### src/rtl/axim_write_arbiter.sv
// axim_write_arbiter
// Shares one AXI write port (AW/W/B) between two write masters. A master owns
// the port for one complete burst (address, all data beats, response), and
// ownership alternates round-robin when both masters are waiting. A sticky
// flag reports any burst whose beat count disagrees with its awlen.

module axim_write_arbiter #(
   parameter int ADDR_W = 25,
   parameter int DATA_W = 16
) (
   input  logic              clk,
   input  logic              reset,

   input  logic              m0_awvalid,
   output logic              m0_awready,
   input  logic [7:0]        m0_awlen,
   input  logic [ADDR_W-1:0] m0_awaddr,
   input  logic              m0_wvalid,
   output logic              m0_wready,
   input  logic [DATA_W-1:0] m0_wdata,
   input  logic              m0_wlast,
   output logic              m0_bvalid,
   output logic              m0_bresp,
   input  logic              m0_bready,

   input  logic              m1_awvalid,
   output logic              m1_awready,
   input  logic [7:0]        m1_awlen,
   input  logic [ADDR_W-1:0] m1_awaddr,
   input  logic              m1_wvalid,
   output logic              m1_wready,
   input  logic [DATA_W-1:0] m1_wdata,
   input  logic              m1_wlast,
   output logic              m1_bvalid,
   output logic              m1_bresp,
   input  logic              m1_bready,

   output logic              s_awvalid,
   input  logic              s_awready,
   output logic [7:0]        s_awlen,
   output logic [ADDR_W-1:0] s_awaddr,
   output logic              s_wvalid,
   input  logic              s_wready,
   output logic [DATA_W-1:0] s_wdata,
   output logic              s_wlast,
   input  logic              s_bvalid,
   input  logic              s_bresp,
   output logic              s_bready,

   output logic [1:0]        grant,
   output logic              len_err
);

   typedef enum logic [1:0] {
      IDLE = 2'd0,
      ADDR = 2'd1,
      DATA = 2'd2,
      RESP = 2'd3
   } state_t;

   state_t     state_q, state_d;
   logic [1:0] grant_q, grant_d;
   logic       prio_q, prio_d;
   logic       lenErr_q, lenErr_d;
   logic [8:0] beatCnt_q, beatCnt_d;
   logic [8:0] expBeats_q, expBeats_d;

   logic       selM1;
   logic       inAddr, inData, inResp;
   logic [7:0] selAwlen;
   logic [8:0] beatNext;
   logic       wBeat;
   logic       pickM1;

   // The owner is a one-hot register, so bit 1 alone selects the m1 datapath.
   assign selM1    = grant_q[1];
   assign inAddr   = (state_q == ADDR);
   assign inData   = (state_q == DATA);
   assign inResp   = (state_q == RESP);
   assign selAwlen = selM1 ? m1_awlen : m0_awlen;
   assign beatNext = beatCnt_q + 9'd1;
   assign wBeat    = s_wvalid & s_wready;
   assign pickM1   = m1_awvalid & (~m0_awvalid | prio_q);

   // State, owner, priority, beat counter and error flag registers.
   always_ff @(posedge clk) begin
      if (reset) begin
         state_q    <= IDLE;
         grant_q    <= 2'b00;
         prio_q     <= 1'b0;
         lenErr_q   <= 1'b0;
         beatCnt_q  <= 9'd0;
         expBeats_q <= 9'd0;
      end else begin
         state_q    <= state_d;
         grant_q    <= grant_d;
         prio_q     <= prio_d;
         lenErr_q   <= lenErr_d;
         beatCnt_q  <= beatCnt_d;
         expBeats_q <= expBeats_d;
      end
   end

   // Burst sequencing: arbitrate, pass the address, count beats, wait for B.
   always_comb begin
      state_d    = state_q;
      grant_d    = grant_q;
      prio_d     = prio_q;
      lenErr_d   = lenErr_q;
      beatCnt_d  = beatCnt_q;
      expBeats_d = expBeats_q;
      case (state_q)
         IDLE: begin
            if (m0_awvalid | m1_awvalid) begin
               grant_d = pickM1 ? 2'b10 : 2'b01;
               state_d = ADDR;
            end
         end
         ADDR: begin
            beatCnt_d  = 9'd0;
            expBeats_d = {1'b0, selAwlen} + 9'd1;
            if (s_awvalid & s_awready) begin
               state_d = DATA;
            end
         end
         DATA: begin
            if (wBeat) begin
               beatCnt_d = beatNext;
               if (s_wlast != (beatNext == expBeats_q)) begin
                  lenErr_d = 1'b1;
               end
               if (s_wlast) begin
                  state_d = RESP;
               end
            end
         end
         RESP: begin
            if (s_bvalid & s_bready) begin
               state_d = IDLE;
               grant_d = 2'b00;
               prio_d  = grant_q[0];
            end
         end
         default: begin
            state_d = IDLE;
            grant_d = 2'b00;
         end
      endcase
   end

   assign s_awvalid = inAddr & (selM1 ? m1_awvalid : m0_awvalid);
   assign s_awlen   = selAwlen;
   assign s_awaddr  = selM1 ? m1_awaddr : m0_awaddr;
   assign s_wvalid  = inData & (selM1 ? m1_wvalid : m0_wvalid);
   assign s_wdata   = selM1 ? m1_wdata : m0_wdata;
   assign s_wlast   = inData & (selM1 ? m1_wlast : m0_wlast);
   assign s_bready  = inResp & (selM1 ? m1_bready : m0_bready);

   assign m0_awready = inAddr & grant_q[0] & s_awready;
   assign m1_awready = inAddr & grant_q[1] & s_awready;
   assign m0_wready  = inData & grant_q[0] & s_wready;
   assign m1_wready  = inData & grant_q[1] & s_wready;
   assign m0_bvalid  = inResp & grant_q[0] & s_bvalid;
   assign m1_bvalid  = inResp & grant_q[1] & s_bvalid;
   assign m0_bresp   = inResp & grant_q[0] & s_bresp;
   assign m1_bresp   = inResp & grant_q[1] & s_bresp;

   assign grant   = grant_q;
   assign len_err = lenErr_q;

endmodule

### config.mk
export PLATFORM = sky130hd
export DESIGN_NAME = axim_write_arbiter
export DESIGN_NICKNAME = d
export VERILOG_FILES = /design/src/rtl/axim_write_arbiter.sv
export SDC_FILE = /design/constraint.sdc
export NUM_CORES = 1
export LEC_CHECK = 0
export BUFFER_PORTS_ARGS = -buffer_cell sky130_fd_sc_hd__buf_2
export CAP_MARGIN = 5
export CORE_UTILIZATION = 37
export CTS_CLUSTER_SIZE = 10
export DETAILED_ROUTE_END_ITERATION = 6
export HOLD_SLACK_MARGIN = 0.06
export PLACE_DENSITY = 0.79
export SYNTH_ARGS = -nofsm -noshare
export SYNTH_HDL_FRONTEND = slang
export SYNTH_SLANG_ARGS = --single-unit
### constraint.sdc
create_clock -name clk -period 2.3 [get_ports clk]
set_clock_uncertainty 0.2 [all_clocks]
set_input_delay 0.23 -clock clk [delete_from_list [all_inputs] [get_ports clk]]
set_output_delay 0.23 -clock clk [all_outputs]
set_load 0.01 [all_outputs]
==> report_table.html <==
<table>
<tr><th>Metric</th><th>Value</th></tr>
<tr><th colspan="2">Drt</th></tr>
<tr><td>Routed vias</td><td>2706</td></tr>
<tr><td>Count of routing violations after the opening detailed-route iteration</td><td>207</td></tr>
<tr><td>WL per Instance</td><td>16.4 microns</td></tr>
<tr><td>Total DRC errors in the routed layout</td><td>0</td></tr>
<tr><td>Post-route antenna net violation count</td><td>0</td></tr>
<tr><td>Vias per Instance</td><td>5.13</td></tr>
<tr><td>TritonRoute pass-1 iters</td><td>4</td></tr>
<tr><td>Total wire length after detailed routing</td><td>8630 microns</td></tr>
<tr><th colspan="2">Power and ir drop</th></tr>
<tr><td>Max IR drop VDD</td><td>464 uV</td></tr>
<tr><td>Leakage</td><td>1.67 nW</td></tr>
<tr><td>PwrDens</td><td>644 nW/um^2</td></tr>
<tr><td>Overall power after layout</td><td>0.00216 W</td></tr>
<tr><th colspan="2">Timing</th></tr>
<tr><td>Final slew viol count</td><td>0</td></tr>
<tr><td>Worst hold slack</td><td>0.0861 ns</td></tr>
<tr><td>Slew margin rel.</td><td>73.0%</td></tr>
<tr><td>Transition time of the tightest slew-check pin</td><td>0.404 ns</td></tr>
<tr><td>Setup-failing EPs final</td><td>0</td></tr>
<tr><td>Hold violation total from the final report</td><td>0</td></tr>
<tr><td>Achievable frequency</td><td>453 MHz</td></tr>
<tr><td>Shortest period the worst path allows</td><td>2.21 ns</td></tr>
<tr><td>Period Utilization, post-route</td><td>96.0%</td></tr>
<tr><td>Total Negative Setup Slacks</td><td>0 ns</td></tr>
<tr><td>Unrepaired setup endpoints after global routing</td><td>false</td></tr>
<tr><th colspan="2">Logic synthesis</th></tr>
<tr><td>Register bit count reported by yosys</td><td>24</td></tr>
<tr><td>Ys async rst share</td><td>0%</td></tr>
<tr><td>Average cell area after synthesis</td><td>8.28 sq um</td></tr>
<tr><td>Yosys top cell area share</td><td>21.3%</td></tr>
<tr><td>Combined area of all synthesized cells</td><td>2280 sq um</td></tr>
<tr><td>Post-Syn Nets</td><td>394</td></tr>
<tr><td>Top area cells in the synthesized netlist</td><td>mux2_2, dfxtp_1, mux2i_1, xnor2_1, a21oi_1</td></tr>
<tr><td>Leading area contributor after synthesis</td><td>mux2_2</td></tr>
<tr><td>Synth cell types</td><td>40</td></tr>
<tr><td>EDFF count, synth</td><td>0</td></tr>
<tr><td>Post-synthesis cell count</td><td>275</td></tr>
<tr><td>Ys flop type</td><td>dfxtp_1</td></tr>
<tr><td>Seq/Total Area, Yosys</td><td>21.1%</td></tr>
<tr><td>Yosys warning total</td><td>0</td></tr>
<tr><th colspan="2">Floorplan</th></tr>
<tr><td>Number of ports placed on the die boundary</td><td>176</td></tr>
<tr><td>Horizontal die dimension</td><td>80.4 microns</td></tr>
<tr><td>Area of the core</td><td>5920 sq um</td></tr>
<tr><td>Height of the die</td><td>80.4 microns</td></tr>
<tr><td>Total number of placement rows</td><td>28</td></tr>
<tr><td>Initial standard-cell utilization of the core</td><td>38.4%</td></tr>
<tr><td>Die footprint</td><td>6470 sq um</td></tr>
<tr><th colspan="2">Place</th></tr>
<tr><td>GPL Wtd Cong</td><td>0.846</td></tr>
<tr><td>Placed standard-cell area</td><td>3270 sq um</td></tr>
<tr><td>I/O Buffers</td><td>175</td></tr>
<tr><td>Hpwl dp</td><td>7430 microns</td></tr>
<tr><th colspan="2">Final layout</th></tr>
<tr><td>Area grow syn2layout</td><td>47.3%</td></tr>
<tr><td>Total inserted antenna cells</td><td>0</td></tr>
<tr><td>Utilization after layout</td><td>56.6%</td></tr>
<tr><td>Post-layout net count</td><td>572</td></tr>
<tr><td>Final design area excluding fillers</td><td>3350 sq um</td></tr>
<tr><td>Multi-input gate area in the final layout</td><td>1640 sq um</td></tr>
<tr><td>Sequential cell area in the final layout</td><td>482 sq um</td></tr>
<tr><td>Fraction of final layout cells sized beyond drive strength 1</td><td>53.8%</td></tr>
<tr><td>Layout fillers</td><td>574</td></tr>
<tr><th colspan="2">Clock network</th></tr>
<tr><td>Setup fix buffers added after clock tree synthesis</td><td>0</td></tr>
<tr><td>CTS tree</td><td>yes</td></tr>
<tr><td>Clock sink total</td><td>24</td></tr>
<tr><td>H-tree depth</td><td>1</td></tr>
<tr><td>Clock Root Buffer</td><td>clkbuf_8</td></tr>
<tr><td>Hold-fix buffer count after cts</td><td>0</td></tr>
<tr><td>Clk Latency, worst-skew pair</td><td>0.27 ns</td></tr>
<tr><td>Clock input transition at the sequential cells of the worst setup and hold paths</td><td>0.09 ns</td></tr>
<tr><td>Clock buffer count from CTS</td><td>3</td></tr>
<tr><td>Clock buffer depth</td><td>2</td></tr>
<tr><th colspan="2">Global route</th></tr>
<tr><td>First-pass GRT wire length</td><td>12600 microns</td></tr>
<tr><td>Total global-route track usage</td><td>25.9%</td></tr>
<tr><td>Largest net degree at the start of global routing</td><td>32</td></tr>
<tr><td>Leftover overflow at the end of global routing</td><td>0</td></tr>
<tr><td>Via count of the first global-routing pass</td><td>2545</td></tr>
<tr><td>Initial antenna violation count</td><td>1</td></tr>
<tr><th colspan="2">Flow run</th></tr>
<tr><td>Max cap viols</td><td>0</td></tr>
<tr><th colspan="2">Worst hold path</th></tr>
<tr><td>Cell depth of the worst min-delay path</td><td>3</td></tr>
<tr><td>Hold EP</td><td>grant[1]$_SDFFE_PP0P_</td></tr>
<tr><td>Path type of the worst min-delay path</td><td>in2reg</td></tr>
<tr><td>Start point of the worst hold path</td><td>m1_awvalid</td></tr>
<tr><th colspan="2">Setup path</th></tr>
<tr><td>Data arrival at the endpoint of the critical path</td><td>1.78 ns</td></tr>
<tr><td>Startpoint type of the worst setup path</td><td>flop</td></tr>
<tr><td>Reg-to-reg critical path startpoint</td><td>grant[1]$_SDFFE_PP0P_</td></tr>
<tr><td>Reg2reg setup slack</td><td>0.11 ns</td></tr>
<tr><td>Critical path class</td><td>reg2out</td></tr>
<tr><td>Req. time, crit path</td><td>1.87 ns</td></tr>
<tr><td>R2R cell count</td><td>7</td></tr>
<tr><td>Worst-path fanout max</td><td>31</td></tr>
<tr><td>End of the worst register-to-register path</td><td>expBeats_q[8]$_SDFFE_PP0N_</td></tr>
<tr><td>Category of the worst setup path capture point</td><td>primary output</td></tr>
<tr><th colspan="2">Run status</th></tr>
<tr><td>Status</td><td>finished, final reports clean</td></tr>
</table>
-- per-layer routing --
| layer | share of wire, % | track usage [%] |
|---|---|---|
| met5 | 0.15 | 0 |
| met2 | 51 | 44.7 |
| met3 | 5.8 | 5.11 |
| met4 | 1.6 | 5.89 |
| met1 | 42 | 32.8 |
-- critical path, stage by stage (launching register included) --
cell	delay, ns
dfxtp_2	0.47
buf_6	0.25
buf_8	0.25
mux2_2	0.38
buf_2	0.14
-- cell type report --
| cell class | count | area share [%] |
|---|---|---|
| multi-input cells | 216 | 48.9 |
| well taps | 75 | 2.80 |
| flip-flops and latches | 24 | 14.4 |
| clock buffers | 3 | 1.23 |
| inverters | 18 | 2.02 |
| clock inverters | 1 | 0.896 |
| repair buffers | 190 | 29.8 |
-- registers in the layout, indices dropped and copies added (netlist names) --
signal and cells:
beatCnt_q 9, state_q 2, prio_q 1, grant 2, expBeats_q 9, len_err 1
-- cell usage in the layout (no fill, tap or decap), types with 4 or more instances in the layout --
master	instances
buf_2	175
mux2_2	43
nor2_1	24
dfxtp_1	23
mux2i_1	20
a21oi_1	20
inv_1	18
and3_1	13
xnor2_1	13
o21ai_0	13
buf_4	13
nand2_1	10
ha_1	7
nand3_1	6
nor3_1	5
and2_1	4
nand4_1	4
or3_1	4
-- worst max path at each step --
stage	start	end	slack (ns)	depth (start not counted)
global placement	beatCnt_q[0]$_SDFFE_PP0P_	len_err$_SDFFE_PP0P_	0.18	6
finish	grant[1]$_SDFFE_PP0P_	s_wdata[5]	0.09	4
detailed placement	grant[1]$_SDFFE_PP0P_	expBeats_q[8]$_SDFFE_PP0N_	0.15	7
floorplan	grant[1]$_SDFFE_PP0P_	expBeats_q[8]$_SDFFE_PP0N_	0.02	9
CTS	grant[1]$_SDFFE_PP0P_	s_wdata[5]	0.05	4
global route	grant[1]$_SDFFE_PP0P_	s_wdata[5]	0.01	4
-- cell families after synthesis --
group                    synth area share, %
XOR/XNOR                                6.16
flip-flops                              21.1
adder cells (fa/ha/maj)                 3.85
AND/OR/NAND/NOR                         19.9
buffers and inverters                   6.93
multiplexers                            30.1
AO/OA/AOI/OAI                           12.0
-- through the flow --
stage,worst slack (ns),instances
floorplan,0.0162,275
global placement,0.176,523
detailed placement,0.146,523
CTS,0.0501,527
global route,0.0137,527
finish,0.0913,527
-- Yosys cell counts, types with 2 or more instances --
master / n
or4_1: 2
nand4_1: 4
nor2b_1: 3
nor3_1: 5
clkbuf_1: 6
nand3_1: 6
mux2i_1: 20
nand3b_1: 2
o2111ai_1: 2
nor2_1: 24
ha_1: 7
nand2_1: 10
o31a_1: 2
a211o_1: 2
a21oi_1: 20
and2_1: 4
xnor2_1: 13
and3_1: 13
inv_1: 18
mux2_2: 43
dfxtp_1: 24
buf_6: 2
or3_1: 4
o21ai_0: 13
buf_2: 9
xor2_1: 3
-- where the power goes --
group	internal [W]	switching, W
registers	0.000481	0.0000703
logic	0.000592	0.000638
clock network	0.000233	0.000146
total	0.00131	0.000854
-- repair_timing --
| item | 4_1_cts | 5_1_grt |
|---|---|---|
| setup endpoints to repair | 29 | 23 |
| endpoints found under the hold margin | 0 | 0 |
| pin swaps | 0 | 0 |
| gates resized for setup | 2 | 1 |
Note: power is estimated with default switching activity, not from simulation.
